--- config.mk ---
export PLATFORM = sky130hd
export DESIGN_NAME = mem_line_ctrl_flat
export DESIGN_NICKNAME = d
export VERILOG_FILES = /design/src/rtl/mem_line_ctrl_pkg.sv /design/src/rtl/mem_line_ctrl_if.sv /design/src/rtl/mem_line_ctrl_rr_arb2.sv /design/src/rtl/mem_line_ctrl.sv /design/src/flat_wrapper.sv
export SDC_FILE = /design/constraint.sdc
export NUM_CORES = 1
export LEC_CHECK = 0
export BUFFER_PORTS_ARGS = -buffer_cell sky130_fd_sc_hd__buf_2
export CELL_PAD_IN_SITES_DETAIL_PLACEMENT = 2
export CELL_PAD_IN_SITES_GLOBAL_PLACEMENT = 2
export CORE_MARGIN = 5
export CORE_UTILIZATION = 31
export CTS_BUF_LIST = sky130_fd_sc_hd__clkbuf_8
export CTS_CLUSTER_DIAMETER = 120
export DETAILED_ROUTE_END_ITERATION = 12
export HOLD_SLACK_MARGIN = 0.05
export PLACE_DENSITY_LB_ADDON = 0.1
export SLEW_MARGIN = 30
export SYNTH_ARGS = -nofsm -noshare
export SYNTH_HDL_FRONTEND = slang
export SYNTH_SLANG_ARGS = --single-unit
--- constraint.sdc ---
create_clock -name clk -period 4.67 [get_ports clk]
set_clock_uncertainty 0.2 [all_clocks]
set_input_delay 0.2335 -clock clk [delete_from_list [all_inputs] [get_ports clk]]
set_output_delay 0.2335 -clock clk [all_outputs]
set_load 0.005 [all_outputs]
--- src/rtl/mem_line_ctrl_pkg.sv ---
// Shared types and helpers for the memory line controller.
// Line layout: word k (k = byte addr[2:1]) lives in bits [16k+15:16k].
package mem_ctrl_pkg;

    localparam int LINE_W = 64;
    localparam int WORD_W = 16;

    typedef enum logic [2:0] {
        INIT     = 3'd0,
        IDLE     = 3'd1,
        RD_ISSUE = 3'd2,
        RD_WAIT  = 3'd3,
        WR_ISSUE = 3'd4,
        WR_WAIT  = 3'd5,
        RESP     = 3'd6
    } state_e;

    function automatic logic [15:0] line_addr(input logic [15:0] addr);
        return {addr[15:3], 3'b000};
    endfunction

    function automatic logic [WORD_W-1:0] word_get(input logic [LINE_W-1:0] line,
                                                   input logic [1:0]        k);
        return line[{k, 4'b0000} +: WORD_W];
    endfunction

    function automatic logic [LINE_W-1:0] word_put(input logic [LINE_W-1:0] line,
                                                   input logic [1:0]        k,
                                                   input logic [WORD_W-1:0] w);
        logic [LINE_W-1:0] res;
        res = line;
        res[{k, 4'b0000} +: WORD_W] = w;
        return res;
    endfunction

endpackage

--- src/rtl/mem_line_ctrl_if.sv ---
// Bundle of the fetch port, data port, line-memory port and error flag.
// slave  : the controller
// master : the core/memory side (fetch unit, data unit, line memory)
interface mem_line_ctrl_if;
    import mem_ctrl_pkg::*;

    logic                if_req;
    logic [15:0]         if_addr;
    logic [WORD_W-1:0]   if_data;
    logic                if_done;

    logic                dt_req;
    logic                dt_we;
    logic [15:0]         dt_addr;
    logic [WORD_W-1:0]   dt_wdata;
    logic [WORD_W-1:0]   dt_rdata;
    logic                dt_done;

    logic                mem_start;
    logic                mem_is_rd;
    logic [15:0]         mem_addr;
    logic [LINE_W-1:0]   mem_wdata;
    logic [LINE_W-1:0]   mem_rdata;
    logic                mem_finish;

    logic                err;

    modport slave (
        input  if_req, if_addr, dt_req, dt_we, dt_addr, dt_wdata, mem_rdata, mem_finish,
        output if_data, if_done, dt_rdata, dt_done, mem_start, mem_is_rd, mem_addr,
               mem_wdata, err
    );

    modport master (
        output if_req, if_addr, dt_req, dt_we, dt_addr, dt_wdata, mem_rdata, mem_finish,
        input  if_data, if_done, dt_rdata, dt_done, mem_start, mem_is_rd, mem_addr,
               mem_wdata, err
    );

endinterface

--- src/rtl/mem_line_ctrl_rr_arb2.sv ---
// Two-request round-robin arbiter (instruction vs data).
// Ports: req_if_i/req_dt_i requests, update_i commits the current grant,
//        gnt_dt_o = 1 grants data, 0 grants instruction (valid when a request is up).
// last_dt_q resets so that the first contested grant follows DATA_FIRST.
module rr_arb2 #(
    parameter bit DATA_FIRST = 1'b1
) (
    input  logic clk,
    input  logic rst,
    input  logic req_if_i,
    input  logic req_dt_i,
    input  logic update_i,
    output logic gnt_dt_o
);

    logic last_dt_q;
    logic last_dt_d;

    // On a tie, grant whichever side was not granted last.
    assign gnt_dt_o  = req_dt_i && (!req_if_i || !last_dt_q);
    assign last_dt_d = update_i ? gnt_dt_o : last_dt_q;

    always_ff @(posedge clk or posedge rst) begin
        if (rst) begin
            last_dt_q <= !DATA_FIRST;
        end else begin
            last_dt_q <= last_dt_d;
        end
    end

endmodule

--- src/rtl/mem_line_ctrl.sv ---
// Sequences one 64-bit line memory for a read-only fetch port and a read/write
// data port. Word reads become line reads; word writes become read-modify-write.
// Ports: clk, rst (async, active high), bus (mem_line_ctrl_if.slave).
//
// state    | meaning
// INIT     | waiting for memory's post-reset finish pulse
// IDLE     | arbitrate and latch a request
// RD_ISSUE | line read strobe
// RD_WAIT  | waiting for read line
// WR_ISSUE | merged line write strobe
// WR_WAIT  | waiting for write completion
// RESP     | one-cycle done pulse to the owner
module mem_line_ctrl
    import mem_ctrl_pkg::*;
#(
    parameter bit         DATA_FIRST = 1'b1,
    parameter logic [3:0] WD_CYCLES  = 4'd15
) (
    input logic            clk,
    input logic            rst,
    mem_line_ctrl_if.slave bus
);

    state_e            state_q;
    logic [3:0]        wd_q;
    logic              own_dt_q;
    logic              we_q;
    logic [1:0]        k_q;
    logic [WORD_W-1:0] wdata_q;

    logic              mem_start_q;
    logic              mem_is_rd_q;
    logic [15:0]       mem_addr_q;
    logic [LINE_W-1:0] mem_wdata_q;
    logic              if_done_q;
    logic [WORD_W-1:0] if_data_q;
    logic              dt_done_q;
    logic [WORD_W-1:0] dt_rdata_q;
    logic              err_q;

    logic              gnt_dt;
    logic              arb_upd;
    logic [15:0]       sel_addr;
    logic [3:0]        wd_inc;
    logic              tmo;
    logic [WORD_W-1:0] rd_word;

    rr_arb2 #(.DATA_FIRST(DATA_FIRST)) u_arb (
        .clk      (clk),
        .rst      (rst),
        .req_if_i (bus.if_req),
        .req_dt_i (bus.dt_req),
        .update_i (arb_upd),
        .gnt_dt_o (gnt_dt)
    );

    assign arb_upd  = (state_q == IDLE) && (bus.if_req || bus.dt_req);
    assign sel_addr = gnt_dt ? bus.dt_addr : bus.if_addr;
    assign wd_inc   = wd_q + 4'd1;
    // A finish arriving on the terminal cycle wins over the timeout.
    assign tmo      = (wd_inc == WD_CYCLES) && !bus.mem_finish;
    // Responses carry data only for a completed read; writes and timeouts return 0.
    assign rd_word  = (state_q == RD_WAIT && bus.mem_finish) ? word_get(bus.mem_rdata, k_q)
                                                             : '0;

    always_ff @(posedge clk or posedge rst) begin
        if (rst) begin
            state_q     <= INIT;
            wd_q        <= '0;
            own_dt_q    <= 1'b0;
            we_q        <= 1'b0;
            k_q         <= '0;
            wdata_q     <= '0;
            mem_start_q <= 1'b0;
            mem_is_rd_q <= 1'b0;
            mem_addr_q  <= '0;
            mem_wdata_q <= '0;
            if_done_q   <= 1'b0;
            if_data_q   <= '0;
            dt_done_q   <= 1'b0;
            dt_rdata_q  <= '0;
            err_q       <= 1'b0;
        end else begin
            case (state_q)
                INIT: begin
                    if (bus.mem_finish || tmo) begin
                        err_q   <= err_q | tmo;
                        wd_q    <= '0;
                        state_q <= IDLE;
                    end else begin
                        wd_q <= wd_inc;
                    end
                end
                IDLE: begin
                    if (bus.if_req || bus.dt_req) begin
                        own_dt_q    <= gnt_dt;
                        we_q        <= gnt_dt && bus.dt_we;
                        k_q         <= sel_addr[2:1];
                        if (gnt_dt) begin
                            wdata_q <= bus.dt_wdata;
                        end
                        mem_start_q <= 1'b1;
                        mem_is_rd_q <= 1'b1;
                        mem_addr_q  <= line_addr(sel_addr);
                        state_q     <= RD_ISSUE;
                    end
                end
                RD_ISSUE: begin
                    mem_start_q <= 1'b0;
                    wd_q        <= '0;
                    state_q     <= RD_WAIT;
                end
                WR_ISSUE: begin
                    mem_start_q <= 1'b0;
                    wd_q        <= '0;
                    state_q     <= WR_WAIT;
                end
                RD_WAIT, WR_WAIT: begin
                    if (state_q == RD_WAIT && bus.mem_finish && we_q) begin
                        mem_wdata_q <= word_put(bus.mem_rdata, k_q, wdata_q);
                        mem_is_rd_q <= 1'b0;
                        mem_start_q <= 1'b1;
                        state_q     <= WR_ISSUE;
                    end else if (bus.mem_finish || tmo) begin
                        err_q <= err_q | tmo;
                        if (own_dt_q) begin
                            dt_done_q  <= 1'b1;
                            dt_rdata_q <= rd_word;
                        end else begin
                            if_done_q <= 1'b1;
                            if_data_q <= rd_word;
                        end
                        state_q <= RESP;
                    end else begin
                        wd_q <= wd_inc;
                    end
                end
                RESP: begin
                    if_done_q  <= 1'b0;
                    if_data_q  <= '0;
                    dt_done_q  <= 1'b0;
                    dt_rdata_q <= '0;
                    state_q    <= IDLE;
                end
                default: state_q <= INIT;
            endcase
        end
    end

    assign bus.mem_start = mem_start_q;
    assign bus.mem_is_rd = mem_is_rd_q;
    assign bus.mem_addr  = mem_addr_q;
    assign bus.mem_wdata = mem_wdata_q;
    assign bus.if_done   = if_done_q;
    assign bus.if_data   = if_data_q;
    assign bus.dt_done   = dt_done_q;
    assign bus.dt_rdata  = dt_rdata_q;
    assign bus.err       = err_q;

endmodule
--- src/flat_wrapper.sv ---
// flat-port wrapper written by rule: the top's interface ports become plain ports
module mem_line_ctrl_flat import mem_ctrl_pkg::*;
#(
    parameter bit         DATA_FIRST = 1'b1,
    parameter logic [3:0] WD_CYCLES  = 4'd15
)
  (clk, rst, bus_if_req, bus_if_addr, bus_dt_req, bus_dt_we, bus_dt_addr, bus_dt_wdata, bus_mem_rdata, bus_mem_finish, bus_if_data, bus_if_done, bus_dt_rdata, bus_dt_done, bus_mem_start, bus_mem_is_rd, bus_mem_addr, bus_mem_wdata, bus_err);
  mem_line_ctrl_if bus_i ();
  input logic clk;
  input logic rst;
  input wire logic [$bits(bus_i.if_req)-1:0] bus_if_req;
  input wire logic [$bits(bus_i.if_addr)-1:0] bus_if_addr;
  input wire logic [$bits(bus_i.dt_req)-1:0] bus_dt_req;
  input wire logic [$bits(bus_i.dt_we)-1:0] bus_dt_we;
  input wire logic [$bits(bus_i.dt_addr)-1:0] bus_dt_addr;
  input wire logic [$bits(bus_i.dt_wdata)-1:0] bus_dt_wdata;
  input wire logic [$bits(bus_i.mem_rdata)-1:0] bus_mem_rdata;
  input wire logic [$bits(bus_i.mem_finish)-1:0] bus_mem_finish;
  output wire logic [$bits(bus_i.if_data)-1:0] bus_if_data;
  output wire logic [$bits(bus_i.if_done)-1:0] bus_if_done;
  output wire logic [$bits(bus_i.dt_rdata)-1:0] bus_dt_rdata;
  output wire logic [$bits(bus_i.dt_done)-1:0] bus_dt_done;
  output wire logic [$bits(bus_i.mem_start)-1:0] bus_mem_start;
  output wire logic [$bits(bus_i.mem_is_rd)-1:0] bus_mem_is_rd;
  output wire logic [$bits(bus_i.mem_addr)-1:0] bus_mem_addr;
  output wire logic [$bits(bus_i.mem_wdata)-1:0] bus_mem_wdata;
  output wire logic [$bits(bus_i.err)-1:0] bus_err;
  assign bus_i.if_req = bus_if_req;
  assign bus_i.if_addr = bus_if_addr;
  assign bus_i.dt_req = bus_dt_req;
  assign bus_i.dt_we = bus_dt_we;
  assign bus_i.dt_addr = bus_dt_addr;
  assign bus_i.dt_wdata = bus_dt_wdata;
  assign bus_i.mem_rdata = bus_mem_rdata;
  assign bus_i.mem_finish = bus_mem_finish;
  assign bus_if_data = bus_i.if_data;
  assign bus_if_done = bus_i.if_done;
  assign bus_dt_rdata = bus_i.dt_rdata;
  assign bus_dt_done = bus_i.dt_done;
  assign bus_mem_start = bus_i.mem_start;
  assign bus_mem_is_rd = bus_i.mem_is_rd;
  assign bus_mem_addr = bus_i.mem_addr;
  assign bus_mem_wdata = bus_i.mem_wdata;
  assign bus_err = bus_i.err;
  mem_line_ctrl #(.DATA_FIRST(DATA_FIRST), .WD_CYCLES(WD_CYCLES)) u_core (.clk(clk), .rst(rst), .bus(bus_i));
endmodule
# Word level (Yosys, flattened, before mapping)
# Index checks and enable logic that the tools add are counted.
# word_totals
output_inout_bits	117
elab_cells	104
ff_bits	142
in_bits	118
# classes
n_reduce_logical	30
n_eq_ne	16
shifts	3
n_bitwise	1
muxes	36
addsub	2
# op_table
cell	count
$mux 16	8
$bwmux 64	1
$pmux 16 s2	2
$shift 16x8->64 const A	1
$shiftx 16x8->64	1
$shiftx 64x7->16	1
$pmux 3 s6	1
$reduce_and 3->1	5
$mux 3	4
$mux 4	3
$pmux 4 s3	1
$mux 1	11
$eq 3x3->1 const B	3
$ne 2x1->1 const B	4
$ne 2x2->1 const B	4
$neg 6->8	1
$pmux 1 s2	4
$reduce_and 4->1	2
$eq 3x2->1 const B	2
$logic_and 1x1->1	6
$reduce_and 2->1	3
$reduce_bool 2->1	3
$reduce_bool 3->1	2
$add 4x1->4 const B	1
other kinds (9)	14

# Longest topological paths before layout
# Gate-level depths: netlist of the first run.
# logic_depth
depth_word	7
ltp_mapped	9
ltp_nobuf	7

# Cells and area by module
# Synthesis of the first run repeated with hierarchy kept, for this count alone.
# unflattened
cells_unflattened	654
area_unflattened_um2	7063.0
# modules_own_cells
mod	area_each_um2	cells_per_inst	seq_area_each_um2	instances
mem_line_ctrl	7008.0	650	3528.4	1
rr_arb2	55.1	4	25.0	1

# Worst setup path before layout of the first run
# No wires, ideal clock.
# synth_timing
path_kind	register to register
start	register u_core.k_q[1]
end	register u_core.mem_wdata_q[46] (netlist: u_core.bus.mem_wdata[46])
t_arrival_ns	2.227
setup_slack_ns	2.161
path_stages_with_launch	10
path_buffers	4
synth_period_minus_slack_ns	2.509
required_time_ns	4.387
setup_ns	0.083
cell_sequence	dfrtp_1 clkbuf_1 buf_2 inv_1 ha_1 nor4bb_1 clkbuf_1 buf_2 a21oi_1 o21ai_0
# synth_between
elab_chain_len	3
word_cells_on_any_way	4
classes_between	add/sub: 1; shift: 2; mux: 1
# synth_rtl
element	line_no	text
start: declaration	mem_line_ctrl.sv:28	logic [1:0] k_q;
start signal: assignment	mem_line_ctrl.sv:98	k_q <= sel_addr[2:1];
$neg 6->8 *	mem_line_ctrl_pkg.sv:32	res[{k, 4'b0000} +: WORD_W] = w;
$shiftx 16x8->64 / $shift 16x8->64 (equally long branches)	mem_line_ctrl_pkg.sv:32	
$bwmux 64 *	mem_line_ctrl_pkg.sv:32	
end signal: assignment	mem_line_ctrl.sv:120	mem_wdata_q <= word_put(bus.mem_rdata, k_q, wdata_q);
end: declaration	mem_line_ctrl.sv:34	logic [LINE_W-1:0] mem_wdata_q;
# Mark *: on every way between the ends. The rest lies on a longest branch, timed or not.
# A chain may end at the register's enable or synchronous reset.

# Worst setup path after layout of the first run
# layout_timing
start	register u_core.state_q[1]
end	register u_core.dt_rdata_q[2] (netlist: u_core.bus.dt_rdata[2])
# layout_between
elab_chain_len	7
word_cells_on_any_way	16
classes_between	eq/ne: 6; mux: 5; reduce/logical: 5
# layout_rtl
element	line_no	text
start: declaration	mem_line_ctrl.sv:24	state_e state_q;
start signal: assignment	mem_line_ctrl.sv:68	state_q <= INIT;
start signal: assignment	mem_line_ctrl.sv:89	state_q <= IDLE;
start signal: assignment	mem_line_ctrl.sv:105	state_q <= RD_ISSUE;
$eq 3x2->1	mem_line_ctrl.sv:63, mem_line_ctrl.sv:84, mem_line_ctrl.sv:119	
$logic_and 1x1->1	mem_line_ctrl.sv:63, mem_line_ctrl.sv:119	
$mux 16	mem_line_ctrl.sv:63	assign rd_word = (state_q == RD_WAIT && bus.mem_finish) ? word_get(bus.mem_rdata, k_q)
$mux 16	mem_line_ctrl.sv:126	if (own_dt_q) begin
$mux 16	mem_line_ctrl.sv:124	end else if (bus.mem_finish || tmo) begin
$mux 16	mem_line_ctrl.sv:119	if (state_q == RD_WAIT && bus.mem_finish && we_q) begin
$pmux 16 s2	mem_line_ctrl.sv:84	case (state_q)
end signal: assignment	mem_line_ctrl.sv:128	dt_rdata_q <= rd_word;
end: declaration	mem_line_ctrl.sv:38	logic [WORD_W-1:0] dt_rdata_q;
# Parallel ways exist; a longest one is shown, timed or not. The select of a mux whose other input is x is not followed.

==> impl_metrics.py, run 1 <==
metrics = {
    "floorplan": {
        "core_area_um2": 22700,
        "die_h_um": 162,
        "boundaryPins": 235,
        "die_area_um2": 26300,
        "num_rows": 55,
        "dieWidth_um": 162,
        "initial_core_util_pct": 31.6,
    },
    "cts": {
        "cts_made_buffers": 17,
        "clockRootBuffer": "clkbuf_8",
        "path_clk_slew_ps": 90,
        "cts_tree": "built",
        "cts_max_path_buffers": 2,
        "clkLatencyLatePin_ps": 460,
        "cts_sinks": 141,
        "htree_levels": 4,
    },
    "sta": {
        "final_hold_viol_count": 0,
        "fmax_ghz": 0.313,
        "fin_setup_tns_ps": 0,
        "final.min_clock_period_ps": 3190,
        "setup_viol": 0,
        "slew_violations": 0,
        "max_slew_margin_pct": 46.2,
        "tightest_slew_ps": 808,
        "post-route-period-util_pct": 68.4,
        "rsz0062_at_grt": "false",
    },
    "flow_run": {
        "cap_violations": 0,
    },
    "global_route": {
        "grt_max_degree": 112,
        "grt_pass1_vias": 7849,
        "globalRouteOverflowTotal": 0,
        "grt_first_pass_wirelength_um": 47500,
        "grt_usage_pct": 23.4,
        "antenna_found_initial": 3,
    },
    "cells_and_area": {
        "nets": 1158,
        "utilization_pct": 43.7,
        "n_fill_cell": 2443,
        "drive_gt1_share_pct": 30.9,
        "area_growth_pct": 38.3,
    },
    "pwr": {
        "p_switching_mw": 2.59,
        "power.internal_mw": 3.34,
        "p_leak_nw": 4.70,
        "peakVddDrop_mv": 0.207,
        "power_density_nw_per_um2": 599,
        "power_frac_comb_pct": 43.8,
        "seqPwrFrac_pct": 39.0,
        "p_clk_share_pct": 17.2,
        "swShare_pct": 43.7,
    },
    "synth": {
        "synth_flop_cell": "dfrtp_1",
        "yosys_register_bits": 141,
        "synth_edf_count": 0,
        "yosysSeqAreaShare_pct": 49.2,
        "synth_area_um2": 7170,
        "synth_largest_area_cell": "dfrtp_1",
        "yosysMostFrequentCell": "nand2_1",
        "synth_top_area_share_pct": 49.2,
        "ys_types": 56,
        "yosys_warnings": 0,
        "synthArstFlopShare_pct": 100,
        "synth_area_leaders": "dfrtp_1 (49%), nand2_1 (7.4%), o21ai_0 (5.7%), nor2b_1 (5.7%), mux4_2 (5.0%)",
        "ys_top_cells_by_count": "nand2_1 (142), dfrtp_1 (141), o21ai_0 (82)",
        "syn_area_per_cell_um2": 9.86,
        "synthCells": 727,
    },
    "min_path": {
        "hp-class": "in2reg",
    },
    "setup_path": {
        "critPathMaxStageDelay_ps": 830,
        "path_cells": "nand3_2, a21boi_2, nor3_4, o22ai_1",
        "setup.worst_path.class": "reg2reg",
        "worst-path-max-fanout": 35,
        "path_buf_inv": 0,
        "cp.required_ps": 4760,
        "arrival_ps": 3290,
        "end_kind": "register",
        "crit_family": "simple AND/OR/NAND/NOR gates",
        "crit_slowest_cell": "dfrtp_1",
        "start_kind": "register",
    },
    "placed_design": {
        "hpwl_um": 20500,
        "place_congestion": 0.849,
        "numPortBuffers": 229,
    },
    "detailed_routing": {
        "first_pass_iters": 4,
        "postRouteAntennaNets": 0,
        "viasPerCell": 5.18,
        "routed_wl_um": 30600,
        "drcViolationCount": 0,
        "vias": 6906,
        "avgRoutedWirePerCell_um": 22.9,
        "drtIter0Drc": 287,
    },
    "status": {
        "status": "completed",
    },
}
-- stage by stage --
stage	instance area (um2)	hold slack (ps)	total power [mW]	worst slack, ps	instances
after floorplan	7180	184	3.68	455	729
after global placement	8480	259	4.63	1490	1197
after detailed placement	8490	250	4.78	1470	1197
after CTS	9900	52.9	5.90	1450	1329
after global routing	9910	67.3	6.37	1200	1334
final	9910	83.4	5.94	1480	1334
-- worst reg2reg max path, stage by stage, from the launching register on --
cell	delay, ps
dfrtp_1	830
nand3_2	730
a21boi_2	440
nor3_4	640
o22ai_1	210
-- repair_timing --
action	CTS	global route
hold endpoints to repair	195	0
resized for setup	0	0
hold buffers	101	0
setup buffers	0	0
-- layout make-up --
| class | instances | area (um2) | area share (%) |
|---|---|---|---|
| sequential | 141 | 3530 | 35.6 |
| multi-input combinational | 525 | 3370 | 34.0 |
| timing repair buffer | 338 | 2220 | 22.4 |
| tap | 285 | 357 | 3.60 |
| clock buffer | 18 | 248 | 2.50 |
| clock inverter | 13 | 143 | 1.44 |
| inverter | 10 | 45.0 | 0.454 |
| antenna | 4 | 10.0 | 0.101 |
-- final timing paths --
check | from | end | depth (start not counted) | slack, ps
worst max-delay path | u_core.state_q[1] | u_core.bus.dt_rdata[2] | 4 | 1480
worst min-delay path | bus_mem_rdata[50] | u_core.bus.mem_wdata[50] | 4 | 80
worst max register to register | u_core.state_q[1] | u_core.bus.dt_rdata[2] | 4 | 1480
worst min register to register | u_core.bus.mem_wdata[15] | u_core.bus.mem_wdata[15] | 2 | 280
max in group asynchronous | rst | u_core.state_q[0] | 4 | 3010
min in group asynchronous | rst | u_core.wdata_q[2] | 3 | 310
-- per-layer routing --
metal / vias up / wire length, um / track usage (%)
met1: 3514 / 13600 / 30.9
met4: 0 / 573 / 6.84
met5: - / 0 / 0
met2: 194 / 15100 / 39.3
met3: 37 / 1310 / 4.26
li1: 3161 / - / -
-- cell usage in the layout (no fill, tap or decap), types with 2 or more instances in the layout --
master,count
nand2_1,142
nor4bb_2,2
mux2i_1,16
mux2_2,17
bufinv_16,2
inv_6,2
dfrtp_1,141
o21ai_1,5
o21ai_4,2
clkinv_4,3
nor3_1,5
dlygate4sd3_1,101
a21boi_2,2
nor2_1,8
nor4_1,3
nor2b_1,65
o21ai_0,82
ha_1,7
inv_1,9
diode_2,4
o22ai_1,33
nand3_1,2
o221ai_1,2
clkbuf_8,18
o211ai_1,3
a21oi_1,71
clkinvlp_4,4
nor3_4,3
nand2b_1,4
a21oi_4,4
a22oi_1,3
buf_4,8
conb_1,3
mux4_2,16
buf_2,229
-- state kept, by name (all words and copies together), names as in the netlist, 2 cells and up --
signal / count
u_core.bus.dt_rdata: 16
u_core.state_q: 3
u_core.wdata_q: 16
u_core.bus.mem_wdata: 64
u_core.bus.if_data: 16
u_core.wd_q: 4
u_core.k_q: 2
u_core.bus.mem_addr: 13
-- kinds of logic after synthesis --
kind of cell / share of synthesized area, %
AOI/OAI and AO/OA: 18.0
adders and majority gates: 1.22
buffers and inverters: 4.50
DFF: 49.2
muxes: 9.93
other: 0.0523
and+or+nand+nor: 17.1
-- power by group through the flow --
stage	clock [mW]	sequential [mW]	combinational, mW
2_1_floorplan	0	2.13	1.55
3_3_place_gp	0	2.27	2.36
3_5_place_dp	0	2.31	2.47
4_1_cts	1.04	2.30	2.57
5_1_grt	1.10	2.39	2.88
6_report	1.02	2.32	2.60
Note: power is estimated with default switching activity, not from simulation.
==> run 2: changes to the inputs <==
--- a/config.mk
+++ b/config.mk
@@ -9,7 +9,7 @@
 export CELL_PAD_IN_SITES_DETAIL_PLACEMENT = 2
 export CELL_PAD_IN_SITES_GLOBAL_PLACEMENT = 2
 export CORE_MARGIN = 5
-export CORE_UTILIZATION = 31
+export CORE_UTILIZATION = 28
 export CTS_BUF_LIST = sky130_fd_sc_hd__clkbuf_8
 export CTS_CLUSTER_DIAMETER = 120
 export DETAILED_ROUTE_END_ITERATION = 12
==> constraint.sdc (replaced) <==
create_clock -name clk -period 2.9 [get_ports clk]
set_clock_uncertainty 0.2 [all_clocks]
set_input_delay 0.145 -clock clk [delete_from_list [all_inputs] [get_ports clk]]
set_output_delay 0.145 -clock clk [all_outputs]
set_load 0.005 [all_outputs]
==> run 2 against run 1 <==
  * First-iteration DRC count increased by 6.6%
  * Fmax rose by 24%
  * Final area up 3.6%
  * Register-to-register slack worse by 1100 ps
  * Utilization down 2.9 points
  * Cell count is 5.7% higher
  * Global-route usage is 1.1 points lower
  * Sequential power rose by 56%
  * Sequential share of layout area fell by 1.2 points
  * Die area up 10%
  * Critical path depth up 3
  * Critical endpoint is now u_core.bus.if_data[7]
==> impl_metrics.py, run 2 (synthesis results as in run 1) <==
metrics = {
    "status": {
        "status": "completed",
    },
    "setup_path": {
        "crit_slowest_cell": "dfrtp_1",
        "start_kind": "register",
        "setup.worst_path.class": "reg2reg",
        "reg2reg_depth": 7,
        "arrival_ps": 2680,
        "crit_start": "u_core.wd_q[0]",
        "crit_cells": 7,
        "cp.required_ps": 3010,
        "end_kind": "register",
        "r2r_start": "u_core.wd_q[0]",
        "reg2reg_slack_ps": 330,
        "path_buf_inv": 1,
        "cpMostUsedCell": "a21oi_4",
        "worst-path-max-fanout": 17,
        "reg2reg_to": "u_core.bus.if_data[7]",
        "critPathMaxStageDelay_ps": 510,
        "path_cells": "inv_1, ha_1, and4b_4, a21oi_4, o21ai_4, a21oi_4, o22ai_1",
        "crit_path_end": "u_core.bus.if_data[7]",
        "crit_family": "compound AO/OA/AOI/OAI gates",
    },
    "sta": {
        "fmax_ghz": 0.389,
        "final.min_clock_period_ps": 2570,
        "tightest_slew_ps": 792,
        "max_slew_margin_pct": 47.0,
        "fin_setup_tns_ps": 0,
        "slew_violations": 0,
        "finalHoldWorstSlack_ps": 110,
        "setup_viol": 0,
        "final_hold_viol_count": 0,
        "rsz0062_at_grt": "false",
        "worst_slack_ps": 329,
        "post-route-period-util_pct": 88.7,
    },
    "pwr": {
        "power_density_nw_per_um2": 948,
        "peakVddDrop_mv": 0.385,
        "p_leak_nw": 4.85,
        "finalPower_mw": 9.74,
    },
    "floorplan": {
        "core_area_um2": 25200,
        "die_area_um2": 28900,
        "dieWidth_um": 170,
        "initial_core_util_pct": 28.5,
        "boundaryPins": 235,
        "die_h_um": 170,
        "num_rows": 58,
    },
    "detailed_routing": {
        "avgRoutedWirePerCell_um": 22.7,
        "viasPerCell": 4.96,
        "routed_wl_um": 32000,
        "drtIter0Drc": 306,
        "postRouteAntennaNets": 0,
        "vias": 6997,
        "first_pass_iters": 4,
        "drcViolationCount": 0,
    },
    "global_route": {
        "grt_max_degree": 129,
        "globalRouteOverflowTotal": 0,
        "grt_first_pass_wirelength_um": 49300,
        "antenna_found_initial": 4,
        "grt_pass1_vias": 7930,
        "grt_usage_pct": 22.2,
    },
    "placed_design": {
        "postPlaceCellArea_um2": 8690,
        "place_congestion": 0.813,
        "numPortBuffers": 229,
        "hpwl_um": 21300,
        "place_ws_ps": 351,
        "dpl.cell_count": 1256,
    },
    "cts": {
        "cts_sinks": 141,
        "clkLatencyLatePin_ps": 460,
        "htree_levels": 4,
        "cts-resized-gates": 0,
        "cts_made_buffers": 17,
        "path_clk_slew_ps": 100,
        "cts_tree": "built",
        "clockRootBuffer": "clkbuf_8",
        "cts_max_path_buffers": 2,
        "post_cts_buffers": 0,
    },
    "cells_and_area": {
        "utilization_pct": 40.8,
        "fin_area_um2": 10300,
        "nets": 1186,
        "drive_gt1_share_pct": 31.5,
        "area_growth_pct": 43.2,
        "final_common_cell": "buf_2",
        "final_cells": 1410,
        "final_cell_mix": "buf_2 (229), nand2_1 (142), dfrtp_1 (141), dlygate4sd3_1 (116), o21ai_0 (82)",
        "largest_register_ffs": 64,
    },
    "min_path": {
        "hp-class": "in2reg",
    },
    "flow_run": {
        "cap_violations": 0,
    },
}
## run 2: worst min-delay path, cell delays in order
cell	delay, ps
buf_2	140
o21ai_4	230
nand2_1	140
nand2_1	50
## run 2: final cells by class
class	count	area (um2)
Fill cell	2720	14900
Clock inverter	14	145
Inverter	10	41.3
Clock buffer	18	248
Multi-Input combinational cell	525	3370
Timing Repair Buffer	366	2500
Sequential cell	141	3530
Tap cell	330	413
Antenna cell	6	15.0
## run 2: layer usage
metal  global-route usage, %  routed length [um]
met2                    37.5               15900
met3                    3.48                1240
met4                    5.35                 431
met1                    30.1               14500
met5                       0                   0
## run 2: worst min-delay path by stage
| stage | end | slack, ps | cells after the start | start |
|---|---|---|---|---|
| global route | u_core.own_dt_q | 150 | 4 | bus_if_req |
| global placement | u_core.bus.mem_wdata[3] | 80 | 2 | rst |
| detailed placement | u_core.bus.mem_wdata[5] | 90 | 2 | rst |
| floorplan | u_core.wdata_q[0] | 100 | 1 | bus_dt_wdata[0] |
| CTS | u_core.bus.mem_start | 60 | 5 | bus_if_req |
| finish | u_core.own_dt_q | 110 | 4 | bus_if_req |
## run 2: report_power, final
| group | internal [mW] | leakage [nW] | switching [mW] |
|---|---|---|---|
| logic | 1.87 | 2.86 | 2.55 |
| clock network | 0.738 | 0.204 | 0.939 |
| registers | 2.82 | 1.79 | 0.810 |
## run 2: timing repair
action / 4_1_cts / 5_1_grt
hold buffers: 116 / 0
hold endpoints to repair: 153 / 0
endpoints found under the setup margin: 0 / 0
==> run 3: changes to the inputs <==
--- a/config.mk
+++ b/config.mk
@@ -14,7 +14,7 @@
 export CTS_CLUSTER_DIAMETER = 120
 export DETAILED_ROUTE_END_ITERATION = 12
 export HOLD_SLACK_MARGIN = 0.05
-export PLACE_DENSITY_LB_ADDON = 0.1
+export PLACE_DENSITY = 0.82
 export SLEW_MARGIN = 30
 export SYNTH_ARGS = -nofsm -noshare
 export SYNTH_HDL_FRONTEND = slang
==> run 3 against run 2 <==
  * Highest routed layer unchanged
  * Flip-flop and latch count did not move
  * Non-clock buffer count rose by 2
  * First-iteration DRC count rose by 4.6%
  * Largest power group unchanged
  * Utilization rose by 0.055 points
  * Total power rose by 4.2%
  * Final area rose by 0.13%
  * Largest cell class unchanged
  * Register-to-register slack got worse by 60 ps
  * Count of clock-buffer cells in the layout rose by 2
  * Wire length rose by 14%
  * Cell count did not move
  * Worst hold slack improved by 28 ps
==> impl_metrics.py, run 3 (synthesis results as in run 1) <==
metrics = {
    "sta": {
        "post-route-period-util_pct": 90.8,
        "setup_viol": 0,
        "final_hold_viol_count": 0,
        "slew_violations": 0,
        "rsz0062_at_grt": "false",
        "fmax_ghz": 0.380,
        "tightest_slew_ps": 878,
        "worst_slack_ps": 267,
        "final.min_clock_period_ps": 2630,
        "fin_setup_tns_ps": 0,
        "max_slew_margin_pct": 41.4,
    },
    "detailed_routing": {
        "drtIter0Drc": 320,
        "drcViolationCount": 0,
        "viasPerCell": 5.18,
        "first_pass_iters": 5,
        "postRouteAntennaNets": 0,
        "routed_wl_um": 36500,
        "vias": 7304,
        "avgRoutedWirePerCell_um": 25.9,
    },
    "setup_path": {
        "end_kind": "register",
        "critPathMaxStageDelay_ps": 530,
        "cpMostUsedCell": "a21oi_4",
        "r2r_start": "u_core.wd_q[0]",
        "crit_path_end": "u_core.bus.if_data[0]",
        "reg2reg_to": "u_core.bus.if_data[0]",
        "crit_slowest_cell": "dfrtp_1",
        "reg2reg_depth": 7,
        "start_kind": "register",
        "worst-path-max-fanout": 17,
        "path_cells": "inv_1, ha_1, and4b_4, a21oi_4, o21ai_4, a21oi_4, o22ai_1",
        "setup.worst_path.class": "reg2reg",
        "crit_start": "u_core.wd_q[0]",
        "cp.required_ps": 3010,
        "reg2reg_slack_ps": 270,
        "arrival_ps": 2740,
    },
    "cts": {
        "cts_max_path_buffers": 2,
        "cts_made_buffers": 17,
        "path_clk_slew_ps": 80,
        "cts_sinks": 141,
        "htree_levels": 4,
        "clockRootBuffer": "clkbuf_8",
        "cts_tree": "built",
        "clkLatencyLatePin_ps": 470,
        "cts-resized-gates": 0,
    },
    "cells_and_area": {
        "largest_register_ffs": 64,
        "final_cell_mix": "buf_2 (229), nand2_1 (142), dfrtp_1 (141), dlygate4sd3_1 (116), o21ai_0 (82)",
        "area_growth_pct": 43.4,
        "final_cells": 1410,
        "nets": 1188,
        "final_common_cell": "buf_2",
        "drive_gt1_share_pct": 31.5,
    },
    "global_route": {
        "grt_usage_pct": 25.1,
        "antenna_found_initial": 5,
        "grt_pass1_vias": 8380,
        "grt_max_degree": 142,
        "grt_first_pass_wirelength_um": 54300,
        "globalRouteOverflowTotal": 0,
    },
    "floorplan": {
        "boundaryPins": 235,
        "core_area_um2": 25200,
        "num_rows": 58,
        "die_area_um2": 28900,
        "die_h_um": 170,
        "dieWidth_um": 170,
        "initial_core_util_pct": 28.5,
    },
    "min_path": {
        "hp-class": "in2reg",
    },
    "pwr": {
        "power_density_nw_per_um2": 987,
        "peakVddDrop_mv": 0.308,
        "p_leak_nw": 4.86,
    },
    "placed_design": {
        "numPortBuffers": 229,
        "place_congestion": 0.833,
        "hpwl_um": 21400,
        "dpl.cell_count": 1258,
        "place_ws_ps": 270,
    },
    "status": {
        "status": "completed",
    },
    "flow_run": {
        "cap_violations": 0,
    },
}
==> run 3: cell types whose count changed in the layout (fill, tap and decap cells not counted), moves of 2 or more <==
cell,change
clkinv_2,+4
clkinvlp_4,+2
clkbuf_8,+2
buf_4,+2
inv_6,-8
inv_8,-2
==> run 3: what timing repair did <==
item,CTS,global route
hold buffers,116,0
setup buffers,0,0
hold endpoints to repair,242,0
==> run 3: through the flow <==
stage	power (mW)	area [um2]	utilization, %	hold WS [ps]
floorplan	5.93	7180	-	95.4
global placement	7.71	8710	34.6	180
detailed placement	7.96	8710	34.6	184
CTS	9.82	10300	40.8	61.4
global route	10.7	10300	40.8	156
finish	10.1	10300	40.8	137
==> run 3: per-layer routing <==
| metal | vias to the layer above | track usage (%) | routed length (um) |
|---|---|---|---|
| li1 | 3220 | - | - |
| met3 | 106 | 4.39 | 1410 |
| met1 | 3718 | 29.8 | 14600 |
| met4 | 0 | 13.4 | 2100 |
| met5 | - | 0 | 0 |
| met2 | 260 | 43.3 | 18400 |
==> run 3: layout make-up <==
cell class	instances	area, um2
Antenna cell	5	12.5
Inverter	10	41.3
Timing Repair Buffer	368	2520
Sequential cell	141	3530
Tap cell	330	413
Clock buffer	20	275
Clock inverter	11	118
Multi-Input combinational cell	525	3380
Fill cell	2717	14900
==> run 3: worst min path at each step <==
stage               slack (ps)  cells past startpoint              from                endpoint
floorplan                  100                      1   bus_dt_wdata[0]       u_core.wdata_q[0]
global placement           180                      2   bus_dt_wdata[4]       u_core.wdata_q[4]
detailed placement         180                      2  bus_dt_wdata[13]      u_core.wdata_q[13]
CTS                         60                      5        bus_if_req    u_core.bus.mem_start
global route               160                      4        bus_if_req  u_core.bus.mem_addr[5]
finish                     140                      4        bus_if_req  u_core.bus.mem_addr[3]
==> run 3: worst max-delay path, delay by kind of cell (launching register included) <==
kind	cells	cell delay (ps)
AOI/OAI and AO/OA	4	1100
DFF	1	530
adders and majority gates	1	290
and+or+nand+nor	1	220
buffers and inverters	1	160
==> run 3: where the power goes <==
group          total, mW  switching [mW]  internal (mW)
registers           3.73           0.908           2.82
logic               4.70            2.80           1.90
clock network       1.71           0.886          0.824
